--- config.mk ---
export PLATFORM = sky130hd
export DESIGN_NAME = hazard_stall_ctrl
export DESIGN_NICKNAME = d
export VERILOG_FILES = /design/src/rtl/hazard_stall_ctrl.sv
export SDC_FILE = /design/constraint.sdc
export NUM_CORES = 1
export LEC_CHECK = 0
export CORE_MARGIN = 5
export CORE_UTILIZATION = 35
export CTS_CLUSTER_DIAMETER = 100
export DETAILED_ROUTE_END_ITERATION = 10
export PLACE_DENSITY = 0.73
export RECOVER_POWER = 100
export SKIP_CTS_REPAIR_TIMING = 1
export SYNTH_ARGS = -nofsm -noshare
export SYNTH_HDL_FRONTEND = slang
export SYNTH_SLANG_ARGS = --single-unit
--- constraint.sdc ---
create_clock -name clk -period 2.7 [get_ports clk]
set_input_delay 0.54 -clock clk [delete_from_list [all_inputs] [get_ports clk]]
set_output_delay 0.54 -clock clk [all_outputs]
set_load 0.01 [all_outputs]
--- src/rtl/hazard_stall_ctrl.sv ---
// ---------------------------------------------------------------------------
// hazard_stall_ctrl
//
// Purpose:
//   Generates the freeze/flush controls for the IF/ID, ID/EX and EX/MEM
//   pipeline registers of the in-order core:
//     - RAW hazard detection between the ID-stage source registers and the
//       destinations held in ID/EX and EX/MEM (load-use only when the
//       forwarding unit is present).
//     - Branch-taken squash of the two younger stages.
//     - Whole-pipe freeze while a memory access waits for the SRAM.
//     - Saturating performance counters for stall and flush cycles.
//
// Configuration macro:
//   FORWARDING_EN  defined   : only load-use hazards (ID/EX load) stall.
//                  undefined : any pending write in ID/EX or EX/MEM that
//                              matches an ID source stalls.
//
// Parameters:
//   CNT_W    width of stall_cnt / flush_cnt
//   TIMEOUT  MEM_WAIT cycle count (1..255) at which mem_timeout is set
//
// Ports:
//   clk, rst            clock (rising edge), asynchronous active-high reset
//   id_valid            ID stage holds a real instruction
//   id_src1, id_src2    source register indices of the ID instruction
//   id_two_src          id_src2 is actually read
//   idex_dest/_wb_en    destination / write-enable held in ID/EX
//   idex_mem_r_en       ID/EX instruction is a load
//   exmem_dest/_wb_en   destination / write-enable held in EX/MEM
//   br_taken            branch resolved taken in EXE
//   mem_req, mem_ready  SRAM request from MEM, SRAM completion
//   cnt_clr             synchronous clear of both counters
//   pc_freeze, ifid_freeze, ifid_flush, idex_freeze, idex_flush,
//   exmem_freeze        combinational pipeline controls
//   mem_timeout         sticky flag, MEM_WAIT lasted TIMEOUT cycles
//   stall_cnt           cycles with any freeze, saturating
//   flush_cnt           branch squashes applied, saturating
// ---------------------------------------------------------------------------
module hazard_stall_ctrl #(
    parameter int CNT_W   = 16,
    parameter int TIMEOUT = 255
) (
    input  logic             clk,
    input  logic             rst,
    input  logic             id_valid,
    input  logic [3:0]       id_src1,
    input  logic [3:0]       id_src2,
    input  logic             id_two_src,
    input  logic [3:0]       idex_dest,
    input  logic             idex_wb_en,
    input  logic             idex_mem_r_en,
    input  logic [3:0]       exmem_dest,
    input  logic             exmem_wb_en,
    input  logic             br_taken,
    input  logic             mem_req,
    input  logic             mem_ready,
    input  logic             cnt_clr,
    output logic             pc_freeze,
    output logic             ifid_freeze,
    output logic             ifid_flush,
    output logic             idex_freeze,
    output logic             idex_flush,
    output logic             exmem_freeze,
    output logic             mem_timeout,
    output logic [CNT_W-1:0] stall_cnt,
    output logic [CNT_W-1:0] flush_cnt
);

    localparam logic [0:0] ST_RUN      = 1'b0;
    localparam logic [0:0] ST_MEM_WAIT = 1'b1;

    localparam logic [7:0] TIMEOUT_V = 8'(TIMEOUT);

    // Source/destination comparison for one candidate destination register.
    function automatic logic src_match(input logic [3:0] d,
                                       input logic [3:0] s1,
                                       input logic [3:0] s2,
                                       input logic       two_src);
        return (s1 == d) | (two_src & (s2 == d));
    endfunction

    // Counter increment that holds at all-ones.
    function automatic logic [CNT_W-1:0] sat_inc(input logic [CNT_W-1:0] v);
        return (&v) ? v : v + CNT_W'(1);
    endfunction

    // 8-bit wait counter increment; holds at 255 so a very long wait never
    // wraps back through the timeout value.
    function automatic logic [7:0] sat_inc8(input logic [7:0] v);
        return (&v) ? v : v + 8'd1;
    endfunction

    logic [0:0]       state_q, state_d;
    logic [7:0]       wait_cnt_q, wait_cnt_d;
    logic             timeout_q, timeout_d;
    logic [CNT_W-1:0] stall_cnt_q, stall_cnt_d;
    logic [CNT_W-1:0] flush_cnt_q, flush_cnt_d;

    logic             mem_stall;
    logic             hazard;
    logic [7:0]       wait_inc;

    // ------------------------------------------------------------------
    // Hazard detection
    // ------------------------------------------------------------------
`ifdef FORWARDING_EN
    // EX/MEM results reach ID through the forwarding paths, so only a load
    // sitting in ID/EX (data not yet available) needs a bubble.
    logic unused_exmem;
    assign unused_exmem = ^{exmem_dest, exmem_wb_en};

    assign hazard = id_valid & idex_wb_en & idex_mem_r_en &
                    src_match(idex_dest, id_src1, id_src2, id_two_src);
`else
    // Without forwarding every in-flight write that a source depends on
    // stalls, regardless of whether it is a load.
    logic unused_mem_r_en;
    assign unused_mem_r_en = idex_mem_r_en;

    assign hazard = id_valid &
                    ((idex_wb_en  & src_match(idex_dest,  id_src1, id_src2, id_two_src)) |
                     (exmem_wb_en & src_match(exmem_dest, id_src1, id_src2, id_two_src)));
`endif

    // The request cycle itself already stalls, so the pipe never advances
    // past an access that has not completed.
    assign mem_stall = ((state_q == ST_MEM_WAIT) & ~mem_ready) |
                       ((state_q == ST_RUN) & mem_req & ~mem_ready);

    // ------------------------------------------------------------------
    // Pipeline controls (combinational, same cycle as their cause)
    // ------------------------------------------------------------------
    always_comb begin
        pc_freeze    = 1'b0;
        ifid_freeze  = 1'b0;
        ifid_flush   = 1'b0;
        idex_freeze  = 1'b0;
        idex_flush   = 1'b0;
        exmem_freeze = 1'b0;
        if (rst) begin
            // all controls stay low while reset is held
        end else if (mem_stall) begin
            // EXE is frozen too, so a pending taken branch is simply held
            // and applied once the memory access completes.
            pc_freeze    = 1'b1;
            ifid_freeze  = 1'b1;
            idex_freeze  = 1'b1;
            exmem_freeze = 1'b1;
        end else if (br_taken) begin
            // The instruction in ID is squashed, so its hazard is moot.
            ifid_flush   = 1'b1;
            idex_flush   = 1'b1;
        end else if (hazard) begin
            // Hold IF and ID, push a bubble into EX.
            pc_freeze    = 1'b1;
            ifid_freeze  = 1'b1;
            idex_flush   = 1'b1;
        end
    end

    // ------------------------------------------------------------------
    // Memory-wait FSM and timeout
    // ------------------------------------------------------------------
    assign wait_inc = sat_inc8(wait_cnt_q);

    always_comb begin
        state_d    = state_q;
        wait_cnt_d = wait_cnt_q;
        timeout_d  = timeout_q;
        case (state_q)
            ST_RUN: begin
                if (mem_req & ~mem_ready) begin
                    state_d    = ST_MEM_WAIT;
                    wait_cnt_d = 8'd0;
                end
            end
            ST_MEM_WAIT: begin
                // The count includes the completing cycle; the flag is set
                // on the edge where the count reaches TIMEOUT.
                wait_cnt_d = wait_inc;
                if (wait_inc == TIMEOUT_V) begin
                    timeout_d = 1'b1;
                end
                if (mem_ready) begin
                    state_d = ST_RUN;
                end
            end
            default: begin
                state_d = ST_RUN;
            end
        endcase
    end

    // ------------------------------------------------------------------
    // Performance counters
    // ------------------------------------------------------------------
    always_comb begin
        stall_cnt_d = stall_cnt_q;
        flush_cnt_d = flush_cnt_q;
        if (cnt_clr) begin
            stall_cnt_d = '0;
            flush_cnt_d = '0;
        end else begin
            if (pc_freeze | exmem_freeze) begin
                stall_cnt_d = sat_inc(stall_cnt_q);
            end
            if (ifid_flush) begin
                flush_cnt_d = sat_inc(flush_cnt_q);
            end
        end
    end

    // ------------------------------------------------------------------
    // State registers
    // ------------------------------------------------------------------
    always_ff @(posedge clk or posedge rst) begin
        if (rst) begin
            state_q     <= ST_RUN;
            wait_cnt_q  <= 8'd0;
            timeout_q   <= 1'b0;
            stall_cnt_q <= '0;
            flush_cnt_q <= '0;
        end else begin
            state_q     <= state_d;
            wait_cnt_q  <= wait_cnt_d;
            timeout_q   <= timeout_d;
            stall_cnt_q <= stall_cnt_d;
            flush_cnt_q <= flush_cnt_d;
        end
    end

    assign mem_timeout = timeout_q;
    assign stall_cnt   = stall_cnt_q;
    assign flush_cnt   = flush_cnt_q;

endmodule
==> metrics.yaml <==
outcome: "finished, violations left"
violations: "negative setup slack"
intPower_mw: 0.977
core-area_mm2: 0.00714
maxCapViolations: 0
synth_seq_area_share: 0.416
yosysMostFrequentCell: "dfrtp_1"
finalHoldViolCount: 0
critPathTopFamily: "buffers and inverters"
grt_usage: 0.141
crit_arrival_ps: 2160
p_comb_frac: 0.194
power.switching_mw: 0.378
synth_area_leaders: "dfrtp_1 (42%), xor2_1 (8.0%), nor2_1 (4.9%), a21oi_1 (3.6%), nand3_1 (3.6%)"
dp_slack_ps: -541
synth_top_family_by_area: "simple AND/OR/NAND/NOR gates"
synth_compound_area_frac: 0.149
drc: 0
min_period_ps: 2700
endpoint_kind: "primary output"
drive_gt1_frac: 0.137
min_path_cells: 1
cts_buffers: 5
synth_xor_area_frac: 0.111
clockBufferDepth: 2
synth_edf_count: 0
synth_fa_ha_area_frac: 0.0149
cts_tree: "done"
whs_ps: 470
skew_ps: 8.22
synth_top_area_frac: 0.416
holdPathEnd: "mem_timeout"
fillers: 671
setup_tns_ps: -3.40
syn-num-nets: 302
vias: 2310
syn-mean-instance-area_um2: 9.28
drt-initial-drc-count: 95
cellLeakagePower_nw: 1.79
r2r_slack_ps: 220
synth_top_cell_by_area: "dfrtp_1"
power.density_mw_per_mm2: 369
wire_per_inst_um: 14.4
critPathLaunchType: "input port"
gr-total-overflow: 0
vdd_drop_max_mv: 0.253
setup_slack_ps: -3.40
crit_buf_inv: 3
crit_slowest_cell: "clkdlybuf4s50_1"
reg2reg_depth: 9
hold_class: "flip-flop to flip-flop"
cpPeakStageDelay_ps: 480
synth.distinct_cells: 51
crit_chain: "clkdlybuf4s50_1, o211ai_1, nor4b_4, o41ai_4, o21bai_1, buf_4, buf_2"
r2r_start: "stall_cnt[5]"
die_area_mm2: 0.00901
relSlewSlack: 0.322
io_pins: 66
place.gp.congestion: 0.777
post-place-cells: 444
finalSetupViolations: 1
clock_sinks: 42
min_from: "mem_timeout"
clk_latency_ps: 290
stdcell_count: 456
grt_pass1_wl_mm: 10.1
final_core_util: 0.514
first_global_vias: 2163
r2r-end: "stall_cnt[1]"
grt_antenna_before_repair: 0
async_reset_ff_frac: 1.00
ant_nets: 0
synth_seq_cells: 42
crit_required_ps: 2160
die_w_um: 94.9
drv_slew: 0
crit_type: "input port to primary output"
clkPwrFrac: 0.308
io_buffer_count: 64
routed_wirelength_mm: 6.56
grt_max_degree: 25
worst_pin_slew_ps: 1020
fp.dieH_um: 94.9
swShare: 0.279
htree_num_levels: 2
worstPathMaxFanout: 3
first_pass_iters: 4
place_hpwl_mm: 4.66
yosys.area_share.simple: 0.243
seqPwrFrac: 0.498
fmax_ghz: 0.370
clockRootBuffer: "clkbuf_8"
timing.final.crit_share: 1.00
synthFlopType: "dfrtp_1"
via_per_inst: 5.07
start_util: 0.354
synth_warnings: 0
synthCells: 272
cts.clk_slew.worst_paths_ps: 80
area_growth_pct: 45.3
synth_mux_area_frac: 0.0273
fin_nets: 386
synthesis.area_mm2: 0.00252
ys_top_cells_by_count: "dfrtp_1 (42), nor2_1 (33), xor2_1 (23), a21oi_1 (18), nand3_1 (18)"
antenna_cells: 0
rows: 31
state kept, by name, summed over array words and instances (netlist names):
register and count:
wait_cnt_q 8, stall_cnt 16, flush_cnt 16, state_q 1, mem_timeout 1
worst max path at each step:
stage | cells after the start | start | end | slack, ps
floorplan | 4 | rst | pc_freeze | 130
global placement | 7 | id_src2[1] | ifid_freeze | -480
detailed placement | 7 | id_src2[1] | pc_freeze | -540
CTS | 7 | id_src2[1] | pc_freeze | -550
global route | 7 | idex_wb_en | ifid_freeze | -110
finish | 7 | idex_wb_en | ifid_freeze | -3
power groups by stage:
stage	Clock [mW]	Combinational, mW	Sequential [mW]
6_report	0.417	0.263	0.675
5_1_grt	0.454	0.287	0.679
4_1_cts	0.433	0.241	0.674
3_5_place_dp	0	0.239	0.687
3_3_place_gp	0	0.234	0.686
2_1_floorplan	0	0.138	0.681
cell families (layout without fill, tap and decap cells):
kind of cell	after synthesis	in the layout
compound gates	53	53
buf+inv	21	106
simple gates	115	115
flops	42	42
fa+ha+maj	3	3
mux	6	6
xor+xnor	32	32
layer usage:
metal  global-route usage  part of all wire  vias to the layer above
met3               0.0470             0.070                       10
met2                0.226              0.48                       74
met4               0.0469             0.020                        0
met5                    0                 0                        -
li1                     -                 -                     1141
met1                0.179              0.43                     1085
worst reg2reg max path, stage by stage, from the launching register on:
cell and delay (ps):
dfrtp_1 420, and3_1 340, nand3_4 140, or4_4 600, nand4_2 140, a2bb2oi_4 220
buf_4 170, buf_4 120, mux2i_1 170, nor2_1 50
cells in the final DEF (no fill, tap or decap), drive strengths merged, types with 2 or more instances in the layout:
cell           synthesis  layout
nor3                   2       2
or3                    6       6
and2                   3       3
nor3b                  2       2
inv                   11      10
a21oi                 18      18
dfrtp                 42      42
dlymetal6s2s           0      20
and3                   6       6
a21o                   2       2
nor4                   4       4
ha                     3       3
clkbuf                 6      11
mux2                   4       4
clkdlybuf4s50          0       9
nand2                 17      17
dlygate4sd3            0      34
mux2i                  2       2
buf                    4      20
nor2                  33      33
xnor2                  9       9
nand4                 10      10
o31ai                  4       4
xor2                  23      23
o21ai                 11      11
a41o                   2       2
or4                    3       3
nor2b                  5       5
nand3                 19      19
a22o                   3       3
and4                   3       3
per-stage QoR:
stage / total power, mW / cell area, um^2
2_1_floorplan: 0.819 / 2530
3_3_place_gp: 0.920 / 3380
3_5_place_dp: 0.926 / 3380
4_1_cts: 1.35 / 3470
6_report: 1.35 / 3670
5_1_grt: 1.42 / 3670
final cells by class:
class	count	area (um^2)	share of cell area
repair buffers	87	843	0.230
inverters	11	45.0	0.0123
clock inverters	1	5.00	0.00136
clock buffers	7	86.3	0.0235
flip-flops and latches	42	1050	0.286
well taps	99	124	0.0338
multi-input cells	209	1520	0.413
Power figures use the tool's default switching activity.
